$ cat src/rtl/snn_layer_engine_if.sv
// Weight memory channels of snn_layer_engine: a read channel (request,
// address, valid/data return) and a write channel (request held until ack).
interface snn_layer_engine_if #(
  parameter int ADDR_W = 4,
  parameter int WW     = 4
);
  logic              w_req;
  logic [ADDR_W-1:0] w_addr;
  logic              w_valid;
  logic [WW-1:0]     w_data;
  logic              wb_req;
  logic [ADDR_W-1:0] wb_addr;
  logic [WW-1:0]     wb_wdata;
  logic              wb_ack;

  modport master (
    output w_req, w_addr, wb_req, wb_addr, wb_wdata,
    input  w_valid, w_data, wb_ack
  );

  modport slave (
    input  w_req, w_addr, wb_req, wb_addr, wb_wdata,
    output w_valid, w_data, wb_ack
  );
endinterface

$ cat src/rtl/snn_layer_engine.sv
// Parametrised spiking layer: N_OUT neuron sums from N_IN latched inputs
// using signed shift-weights fetched one at a time, argmax winner selection
// and an optional reward-driven saturating update of the winner's weights.
module snn_layer_engine #(
  parameter int N_IN   = 4,
  parameter int N_OUT  = 2,
  parameter int DW     = 8,
  parameter int WW     = 4,
  parameter int ADDR_W = 4,
  parameter int TH     = 1
) (
  input  logic                                    clk,
  input  logic                                    rst_n,
  input  logic                                    start,
  input  logic [N_IN*DW-1:0]                      in_vec,
  input  logic                                    learn_en,
  input  logic [1:0]                              reward,
  snn_layer_engine_if.master                      wmem,
  output logic [N_OUT*DW-1:0]                     out_vec,
  output logic [$clog2(N_OUT > 1 ? N_OUT : 2)-1:0] winner,
  output logic                                    busy,
  output logic                                    done
);

  localparam int IW = $clog2(N_IN > 1 ? N_IN : 2);
  localparam int OW = $clog2(N_OUT > 1 ? N_OUT : 2);
  localparam logic [DW-1:0] TH_V  = DW'(TH);
  localparam logic [WW-1:0] W_MAX = {1'b0, {(WW-1){1'b1}}};
  localparam logic [WW-1:0] W_MIN = {1'b1, {(WW-1){1'b0}}};
  localparam logic [IW:0]   NONE  = (IW+1)'(N_IN);

  typedef enum logic [2:0] {
    IDLE, REQ, WAIT, ARG, L_REQ, L_WAIT, L_WR, DONE
  } state_t;

  state_t state, state_nxt;

  logic [N_IN*DW-1:0]  x_q;
  logic                learn_q;
  logic [1:0]          rew_q;
  logic [DW-1:0]       acc [N_OUT];
  logic [OW-1:0]       oi;
  logic [IW-1:0]       ii;
  logic [IW-1:0]       li;
  logic [OW-1:0]       win_q;
  logic [N_OUT*DW-1:0] out_q;
  logic [ADDR_W-1:0]   wb_addr_q;
  logic [WW-1:0]       wb_wdata_q;

  logic [DW-1:0]       x_cur;
  logic [DW-1:0]       term;
  logic [DW-1:0]       acc_sum;
  logic [DW:0]         sum_wide;
  logic [WW:0]         neg_amt;
  logic                last_i;
  logic                last_o;
  logic [ADDR_W-1:0]   cmp_addr;
  logic [ADDR_W-1:0]   lrn_addr;
  logic [IW:0]         first_act;
  logic [IW:0]         nxt_act;
  logic [OW-1:0]       best_idx;
  logic [DW-1:0]       best_val;
  logic [WW-1:0]       new_w;
  logic                rew_nz;

  // Lowest input index >= from whose value is above threshold, NONE if none.
  // Lets the learning loop jump straight over silent inputs.
  function automatic logic [IW:0] find_act(input int unsigned from,
                                           input logic [N_IN*DW-1:0] v);
    logic [IW:0] r;
    r = NONE;
    for (int unsigned k = N_IN; k > 0; k--) begin
      if ((k - 1) >= from && v[(k-1)*DW +: DW] > TH_V) r = (IW+1)'(k - 1);
    end
    return r;
  endfunction

  // Datapath: shift term, saturating accumulate, addresses, argmax, weight update
  always_comb begin
    x_cur   = x_q[ii*DW +: DW];
    neg_amt = '0 - {wmem.w_data[WW-1], wmem.w_data};
    term    = '0;
    if (x_cur > TH_V) begin
      term = wmem.w_data[WW-1] ? (x_cur >> neg_amt) : (x_cur << wmem.w_data);
    end
    sum_wide = {1'b0, acc[oi]} + {1'b0, term};
    acc_sum  = sum_wide[DW] ? '1 : sum_wide[DW-1:0];

    cmp_addr = ADDR_W'(oi) * ADDR_W'(N_IN) + ADDR_W'(ii);
    lrn_addr = ADDR_W'(win_q) * ADDR_W'(N_IN) + ADDR_W'(li);
    last_i   = (ii == IW'(N_IN - 1));
    last_o   = (oi == OW'(N_OUT - 1));

    first_act = find_act(0, x_q);
    nxt_act   = find_act(32'(li) + 32'd1, x_q);

    best_idx = '0;
    best_val = acc[0];
    for (int unsigned k = 1; k < N_OUT; k++) begin
      if (acc[k] > best_val) begin
        best_val = acc[k];
        best_idx = OW'(k);
      end
    end

    rew_nz = (rew_q != 2'b00);
    if (rew_q[1]) new_w = (wmem.w_data == W_MIN) ? wmem.w_data : wmem.w_data - 1'b1;
    else          new_w = (wmem.w_data == W_MAX) ? wmem.w_data : wmem.w_data + 1'b1;
  end

  // State register
  always_ff @(posedge clk) begin
    if (!rst_n) state <= IDLE;
    else        state <= state_nxt;
  end

  // Next-state decode and handshake outputs
  always_comb begin
    state_nxt     = state;
    wmem.w_req    = 1'b0;
    wmem.w_addr   = '0;
    wmem.wb_req   = 1'b0;
    busy          = (state != IDLE);
    done          = 1'b0;
    unique case (state)
      IDLE:   if (start) state_nxt = REQ;
      REQ: begin
        wmem.w_req  = 1'b1;
        wmem.w_addr = cmp_addr;
        state_nxt   = WAIT;
      end
      WAIT:   if (wmem.w_valid) state_nxt = (last_i && last_o) ? ARG : REQ;
      ARG:    state_nxt = (learn_q && rew_nz && first_act != NONE) ? L_REQ : DONE;
      L_REQ: begin
        wmem.w_req  = 1'b1;
        wmem.w_addr = lrn_addr;
        state_nxt   = L_WAIT;
      end
      L_WAIT: if (wmem.w_valid) state_nxt = L_WR;
      L_WR: begin
        wmem.wb_req = 1'b1;
        if (wmem.wb_ack) state_nxt = (nxt_act == NONE) ? DONE : L_REQ;
      end
      DONE: begin
        done      = 1'b1;
        state_nxt = IDLE;
      end
      default: state_nxt = IDLE;
    endcase
  end

  // Operand latch, accumulators, result registers and write-channel holding regs
  always_ff @(posedge clk) begin
    if (!rst_n) begin
      x_q        <= '0;
      learn_q    <= 1'b0;
      rew_q      <= '0;
      oi         <= '0;
      ii         <= '0;
      li         <= '0;
      win_q      <= '0;
      out_q      <= '0;
      wb_addr_q  <= '0;
      wb_wdata_q <= '0;
      for (int unsigned k = 0; k < N_OUT; k++) acc[k] <= '0;
    end else begin
      case (state)
        IDLE: if (start) begin
          x_q     <= in_vec;
          learn_q <= learn_en;
          rew_q   <= reward;
          oi      <= '0;
          ii      <= '0;
          for (int unsigned k = 0; k < N_OUT; k++) acc[k] <= '0;
        end
        WAIT: if (wmem.w_valid) begin
          acc[oi] <= acc_sum;
          if (last_i) begin
            ii <= '0;
            oi <= oi + 1'b1;
          end else begin
            ii <= ii + 1'b1;
          end
        end
        ARG: begin
          for (int unsigned k = 0; k < N_OUT; k++) out_q[k*DW +: DW] <= acc[k];
          win_q <= best_idx;
          li    <= first_act[IW-1:0];
        end
        L_WAIT: if (wmem.w_valid) begin
          wb_addr_q  <= lrn_addr;
          wb_wdata_q <= new_w;
        end
        L_WR: if (wmem.wb_ack && nxt_act != NONE) li <= nxt_act[IW-1:0];
        default: ;
      endcase
    end
  end

  assign wmem.wb_addr  = wb_addr_q;
  assign wmem.wb_wdata = wb_wdata_q;
  assign out_vec       = out_q;
  assign winner        = win_q;

endmodule

$ cat src/flat_wrapper.sv
// flat-port wrapper written by rule: the top's interface ports become plain ports
module snn_layer_engine_flat 
#(
  parameter int N_IN   = 4,
  parameter int N_OUT  = 2,
  parameter int DW     = 8,
  parameter int WW     = 4,
  parameter int ADDR_W = 4,
  parameter int TH     = 1
)
  (clk, rst_n, start, in_vec, learn_en, reward, out_vec, winner, busy, done, wmem_w_req, wmem_w_addr, wmem_wb_req, wmem_wb_addr, wmem_wb_wdata, wmem_w_valid, wmem_w_data, wmem_wb_ack);
  snn_layer_engine_if #(.ADDR_W(ADDR_W), .WW(WW)) wmem_i ();
  input  logic clk;
  input  logic rst_n;
  input  logic start;
  input  logic [N_IN*DW-1:0] in_vec;
  input  logic learn_en;
  input  logic [1:0] reward;
  output logic [N_OUT*DW-1:0] out_vec;
  output logic [$clog2(N_OUT > 1 ? N_OUT : 2)-1:0] winner;
  output logic busy;
  output logic done;
  output wire logic [$bits(wmem_i.w_req)-1:0] wmem_w_req;
  output wire logic [$bits(wmem_i.w_addr)-1:0] wmem_w_addr;
  output wire logic [$bits(wmem_i.wb_req)-1:0] wmem_wb_req;
  output wire logic [$bits(wmem_i.wb_addr)-1:0] wmem_wb_addr;
  output wire logic [$bits(wmem_i.wb_wdata)-1:0] wmem_wb_wdata;
  input wire logic [$bits(wmem_i.w_valid)-1:0] wmem_w_valid;
  input wire logic [$bits(wmem_i.w_data)-1:0] wmem_w_data;
  input wire logic [$bits(wmem_i.wb_ack)-1:0] wmem_wb_ack;
  assign wmem_w_req = wmem_i.w_req;
  assign wmem_w_addr = wmem_i.w_addr;
  assign wmem_wb_req = wmem_i.wb_req;
  assign wmem_wb_addr = wmem_i.wb_addr;
  assign wmem_wb_wdata = wmem_i.wb_wdata;
  assign wmem_i.w_valid = wmem_w_valid;
  assign wmem_i.w_data = wmem_w_data;
  assign wmem_i.wb_ack = wmem_wb_ack;
  snn_layer_engine #(.N_IN(N_IN), .N_OUT(N_OUT), .DW(DW), .WW(WW), .ADDR_W(ADDR_W), .TH(TH)) u_core (.clk(clk), .rst_n(rst_n), .start(start), .in_vec(in_vec), .learn_en(learn_en), .reward(reward), .wmem(wmem_i), .out_vec(out_vec), .winner(winner), .busy(busy), .done(done));
endmodule
$ cat config.mk
export PLATFORM = sky130hd
export DESIGN_NAME = snn_layer_engine_flat
export DESIGN_NICKNAME = d
export VERILOG_FILES = /design/src/rtl/snn_layer_engine_if.sv /design/src/rtl/snn_layer_engine.sv /design/src/flat_wrapper.sv
export SDC_FILE = /design/constraint.sdc
export NUM_CORES = 1
export LEC_CHECK = 0
export BUFFER_PORTS_ARGS = -buffer_cell sky130_fd_sc_hd__buf_2
export CORE_ASPECT_RATIO = 1.75
export CORE_MARGIN = 2
export CORE_UTILIZATION = 50
export CTS_BUF_LIST = sky130_fd_sc_hd__clkbuf_4 sky130_fd_sc_hd__clkbuf_8 sky130_fd_sc_hd__clkbuf_16
export DETAILED_ROUTE_END_ITERATION = 8
export PLACE_DENSITY = 0.71
export SETUP_SLACK_MARGIN = 0.05
export SYNTH_ARGS = -nofsm -noshare
export SYNTH_HDL_FRONTEND = slang
export SYNTH_SLANG_ARGS = --single-unit
$ cat constraint.sdc
create_clock -name clk -period 12.02 [get_ports clk]
set_input_delay 0.601 -clock clk [delete_from_list [all_inputs] [get_ports clk]]
set_output_delay 0.601 -clock clk [all_outputs]
set_load 0.03 [all_outputs]
-- Word level (Yosys, flattened, before mapping)
Memory sizes are Yosys's and may differ from the RTL's. A register that Yosys moved wholly into a read port is not among the register bits.
Cells that the tools add are included.
- bits in writable memories: 16
- flip-flop bits (word level): 68
- memories: 1
- word-level logic and storage cells: 129
- memories (memory ; depth ; bits a word ; read ports ; clocked after Yosys merged registers in ; wr ports ; RTL line ; source):
    u_core.acc ; 2 ; 8 ; 3 ; 1 ; 2 ; snn_layer_engine.sv:41 ; logic [DW-1:0] acc [N_OUT];
- bitwise logic cells: 2
- $add $sub $neg: 9
- reduce and logical (&&, ||, !) cells: 21
- magnitude comparators: 10
- mux-type cells: 53
- equality and inequality tests: 19
- shift-type cells: 3
- operators with widths (cell ; count):
    >= comparator 1 x 32 -> 1 bit, first input constant ; 2
    >= comparator 2 x 32 -> 1 bit, first input constant ; 2
    two-way mux 8 bit ; 6
    > comparator 8 x 1 -> 1 bit, second input constant ; 5
    two-way mux 3 bit ; 12
    variable part select 32 x 6 -> 8 bit ; 1
    one-hot mux 3 bit (8 select lines) ; 1
    two-way mux 1 bit ; 20
    == test 3 bit, second input constant ; 5
    two-way mux 2 bit ; 7
    two-way mux 4 bit ; 3
    adder 8 x 8 -> 9 bit ; 1
    adder 3 x 2 -> 4 bit ; 2
    > comparator 8 bit ; 1
    logical AND 1 bit ; 8
    inequality test 2 bit, second input constant ; 4
    one-hot mux 2 bit (2 select lines) ; 2
    one-hot mux 4 bit (2 select lines) ; 1
    AND reduction 4 bit ; 2
    OR reduction 8 bit ; 1
    left shift 8 x 4 -> 8 bit ; 1
    right shift 8 x 5 -> 8 bit ; 1
    == test 3 x 2 -> 1 bit, second input constant ; 2
    inequality test 3 bit, second input constant ; 2
    other kinds (19) ; 25

-- Depth between registers and ports, before layout
- depth in word-level cells: 11
- mapped depth: 19
- gate-level depth less buffers: 15

-- Least setup slack after synthesis
Ideal clock, no wire load.
- path type: input -> register
- start point: in wmem_w_data[0]
- end point: mem u_core.acc[0][2] (data pin)
- setup slack: 7598 ps
- arrival time: 4148 ps
- stages: 19
- buffers on the path: 4
- cells stage by stage: buf_2 -> inv_2 -> buf_1 -> ha_1 -> buf_4 -> mux4_2 -> mux2i_1 -> nor2_1 -> o2111ai_1 -> a21boi_1 -> ha_1 -> inv_1 -> fa_1 -> nor2b_1 -> o21ai_0 -> a21oi_1 -> o31ai_1 -> clkbuf_1 -> a31oi_1
- RTL lines (what ; RTL line ; source):
    start: declaration ; flat_wrapper.sv:29 ; input wire logic [$bits(wmem_i.w_data)-1:0] wmem_w_data;
    end: declaration ; snn_layer_engine.sv:41 ;

==> impl_results.md <==
- Max-cap viol count: 0
- Global-route wire length before repair: 23600 um
- Fraction of layout cells with a size suffix above 1: 0.176
- Leak Pwr: 2.36 nW
- CP arrival: 5.11 ns
- GRT overflow: 0
- Clock-pin slew on the worst setup and hold paths: 0.06 ns
- Vias in the first global route: 4860
- Combinational Power Share: 0.333
- Syn Inst Count: 648
- Final setup fails: 0
- Nets: 753
- Maximum clock insertion buffer count: 2
- Largest net degree at the start of global routing: 65
- Slew @ Worst Pin: 1.19 ns
- Final WL: 14700 um
- Peak supply drop: 0.000132 V
- R2r worst-path depth: 13
- Crit path required time: 12.08 ns
- Worst setup startpoint: wmem_w_data[0]
- F_max: 198 MHz
- # rows: 50
- Clock skew: 0.00770 ns
- Clock power share: 0.291
- Die X: 82.2 um
- Synth unique cells: 68
- TritonCTS clock tree: yes
- Filler cell count: 1024
- Post-synthesis sequential area ratio: 0.344
- GP Congestion: 1.01
- P&R area growth vs syn: 12.0%
- Clock root buffer: clkbuf_16
- Worst Hold Class: reg -> reg
- Detail Placement HPWL: 11300 um
- TritonRoute pass-1 iters: 7
- Yosys reg bits: 84
- CP startpoint kind: input port
- Num CTS Buffers: 9
- Antenna violations before repair: 0
- FF-to-FF setup slack: 7.62 ns
- Pwr Density: 163 nW/um^2
- Max_slew headroom: 0.203
- Die Y: 141 um
- Vias: 4988
- Ys flop type: dfxtp_1
- Number of synthesized flops with an enable pin: 16
- Setup crit end: u_core.acc[1][4]
- Initial Util: 0.506
- Tmin final: 5.05 ns
- Final Hold Violating Endpoints: 0
- Endpoint of the worst register-to-register path: u_core.acc[1][4]
- 1st-iter DRT viols: 258
- Worst skew pair latency: 0.34 ns
- Run status: complete, no violations
- Post-CTS Setup Repair Bufs: 0
- Sw Ratio: 0.368
- Worst r2r src: u_core.ii[1]
- Buffers added on ports: 74
- Int Pwr: 0.616 mW
- Syn_area_per_cell: 8.25 um^2
- Unrepaired setup endpoints after global routing: false
- DR DRC count: 0
- Synth warnings: 0
- Max-slew violation count: 0
- Routed Antenna Nets: 0
- Setup TNS: 0 ns
- Ys async rst share: 0
- Crit Path Max Fanout: 20
- Synthesized area: 5350 um^2
- CTS sink count: 84
- Worst setup path class: in -> reg
- Die ar.: 11600 um^2
- Cts hold-fix bufs: 0
- Worst Setup End Kind: flop
- Total power: 0.975 mW
- Post-DR vias/cell: 6.05
- Flop pwr share: 0.376
- Post-route clock period utilization: 0.420
- Core ar.: 10600 um^2
- IO Pins: 77
- Cts repair resizes: 0
- Antenna fix cells: 0
- CTS H-tree depth: 3
- Sw power: 0.359 mW
- Routed len/inst: 17.8 um
- Total track usage: 0.265
-- how the worst min path moves through the flow --
stage | start | end | slack, ns | depth (start not counted)
floorplan | u_core.rew_q[0] | u_core.rew_q[0] | 0.43 | 2
global placement | u_core.out_vec[12] | u_core.out_vec[12] | 0.44 | 2
detailed placement | u_core.out_vec[10] | u_core.out_vec[10] | 0.44 | 2
CTS | u_core.out_vec[10] | u_core.out_vec[10] | 0.45 | 2
global route | u_core.out_vec[14] | u_core.out_vec[14] | 0.47 | 2
finish | u_core.out_vec[10] | u_core.out_vec[10] | 0.45 | 2
-- cell type report --
class | instances | area (um^2) | area share
tap | 130 | 163 | 0.0272
inverter | 20 | 75.1 | 0.0125
sequential | 84 | 1840 | 0.308
clock inverter | 4 | 27.5 | 0.00460
timing repair buffer | 77 | 390 | 0.0652
clock buffer | 12 | 283 | 0.0472
multi-input combinational | 497 | 3210 | 0.536
-- per-stage QoR --
step,setup slack (ns),std cells,utilization,cell area (um^2),hold WS [ns]
after detailed placement,6.23,807,0.536,5670,0.444
after floorplan,7.60,649,-,5350,0.433
final,6.97,824,0.566,5990,0.450
after CTS,6.57,823,0.566,5980,0.453
after global placement,6.47,807,0.536,5670,0.441
after global routing,6.63,824,0.566,5990,0.471
-- power by group through the flow --
stage | sequential (mW) | combinational, mW | clock [mW]
detailed placement | 0.371 | 0.320 | 0
CTS | 0.365 | 0.323 | 0.284
floorplan | 0.355 | 0.256 | 0
global placement | 0.369 | 0.311 | 0
global route | 0.371 | 0.361 | 0.296
finish | 0.367 | 0.325 | 0.284
-- critical path, cell delays in order --
cell,delay [ns]
buf_2,0.34
inv_2,0.26
ha_1,0.81
mux4_2,0.59
mux2i_1,0.26
nor2_1,0.09
o2111ai_1,0.23
a21boi_1,0.10
ha_1,0.19
inv_1,0.07
fa_1,0.20
nor2b_1,0.05
o21ai_0,0.23
a21oi_1,0.17
o31ai_1,0.43
buf_2,0.32
a31oi_1,0.13
-- state kept, by name, summed over array words and instances, names as in the netlist, 2 cells and up, named ones only --
signal	cells
u_core.x_q	32
u_core.acc	16
u_core.out_vec	16
u_core.wmem.wb_wdata	4
u_core.state	3
u_core.wmem.wb_addr	3
u_core.ii	2
u_core.li	2
u_core.rew_q	2
-- metal layers --
metal | GRT usage | wire, um | vias to the layer above
met1 | 0.266 | 5230 | 2359
met4 | 0.149 | 746 | 0
li1 | - | - | 2436
met2 | 0.490 | 8180 | 154
met3 | 0.0467 | 550 | 39
met5 | 0 | 0 | -
-- logic make-up (layout without fill, tap and decap cells) --
group                      count (synthesis)  after routing  share of synthesized area
AOI/OAI and AO/OA                        181            181                      0.212
DFF                                       84             84                      0.344
and+or+nand+nor                          252            252                      0.219
other                                      1              2                   0.000701
muxes                                     37             37                      0.111
buffers and inverters                     68            113                     0.0571
adders and majority gates                 20             20                     0.0482
xor gates and xnor gates                   5              5                    0.00819
-- placed cells by master (no fill, tap or decap), types with 8 or more instances in the layout --
cell type,netlist,final
clkbuf_16,0,11
dfxtp_1,68,68
edfxtp_1,16,16
nor2_1,21,20
inv_1,18,18
nand2_1,141,141
a21o_1,8,8
nor4_1,10,10
o21ai_0,27,27
a21oi_1,74,74
nand3_1,14,14
nor3b_1,9,9
mux4_2,16,16
nor3_1,10,10
ha_1,19,19
a211oi_1,9,9
buf_2,6,75
nor2b_1,12,12
mux2i_1,15,15
a31oi_1,16,16
-- cells in the mapped netlist, types with 5 or more instances --
| master | number | area [um^2] |
|---|---|---|
| nand2_1 | 141 | 529 |
| a21oi_1 | 74 | 370 |
| dfxtp_1 | 68 | 1360 |
| clkbuf_1 | 33 | 124 |
| o21ai_0 | 27 | 135 |
| nor2_1 | 21 | 78.8 |
| ha_1 | 19 | 238 |
| inv_1 | 18 | 67.6 |
| a31oi_1 | 16 | 100 |
| edfxtp_1 | 16 | 480 |
| mux4_2 | 16 | 360 |
| mux2i_1 | 15 | 150 |
| nand3_1 | 14 | 70.1 |
| nor2b_1 | 12 | 75.1 |
| nor3_1 | 10 | 50.1 |
| nor4_1 | 10 | 62.6 |
| a211oi_1 | 9 | 67.6 |
| nor3b_1 | 9 | 67.6 |
| a21o_1 | 8 | 60.1 |
| buf_2 | 6 | 30.0 |
| and3_1 | 5 | 31.3 |
| mux2_2 | 5 | 56.3 |
| nand2b_1 | 5 | 31.3 |
| nand3b_1 | 5 | 37.5 |
| or3_1 | 5 | 31.3 |
No activity file was read; power rests on OpenSTA's default activity.
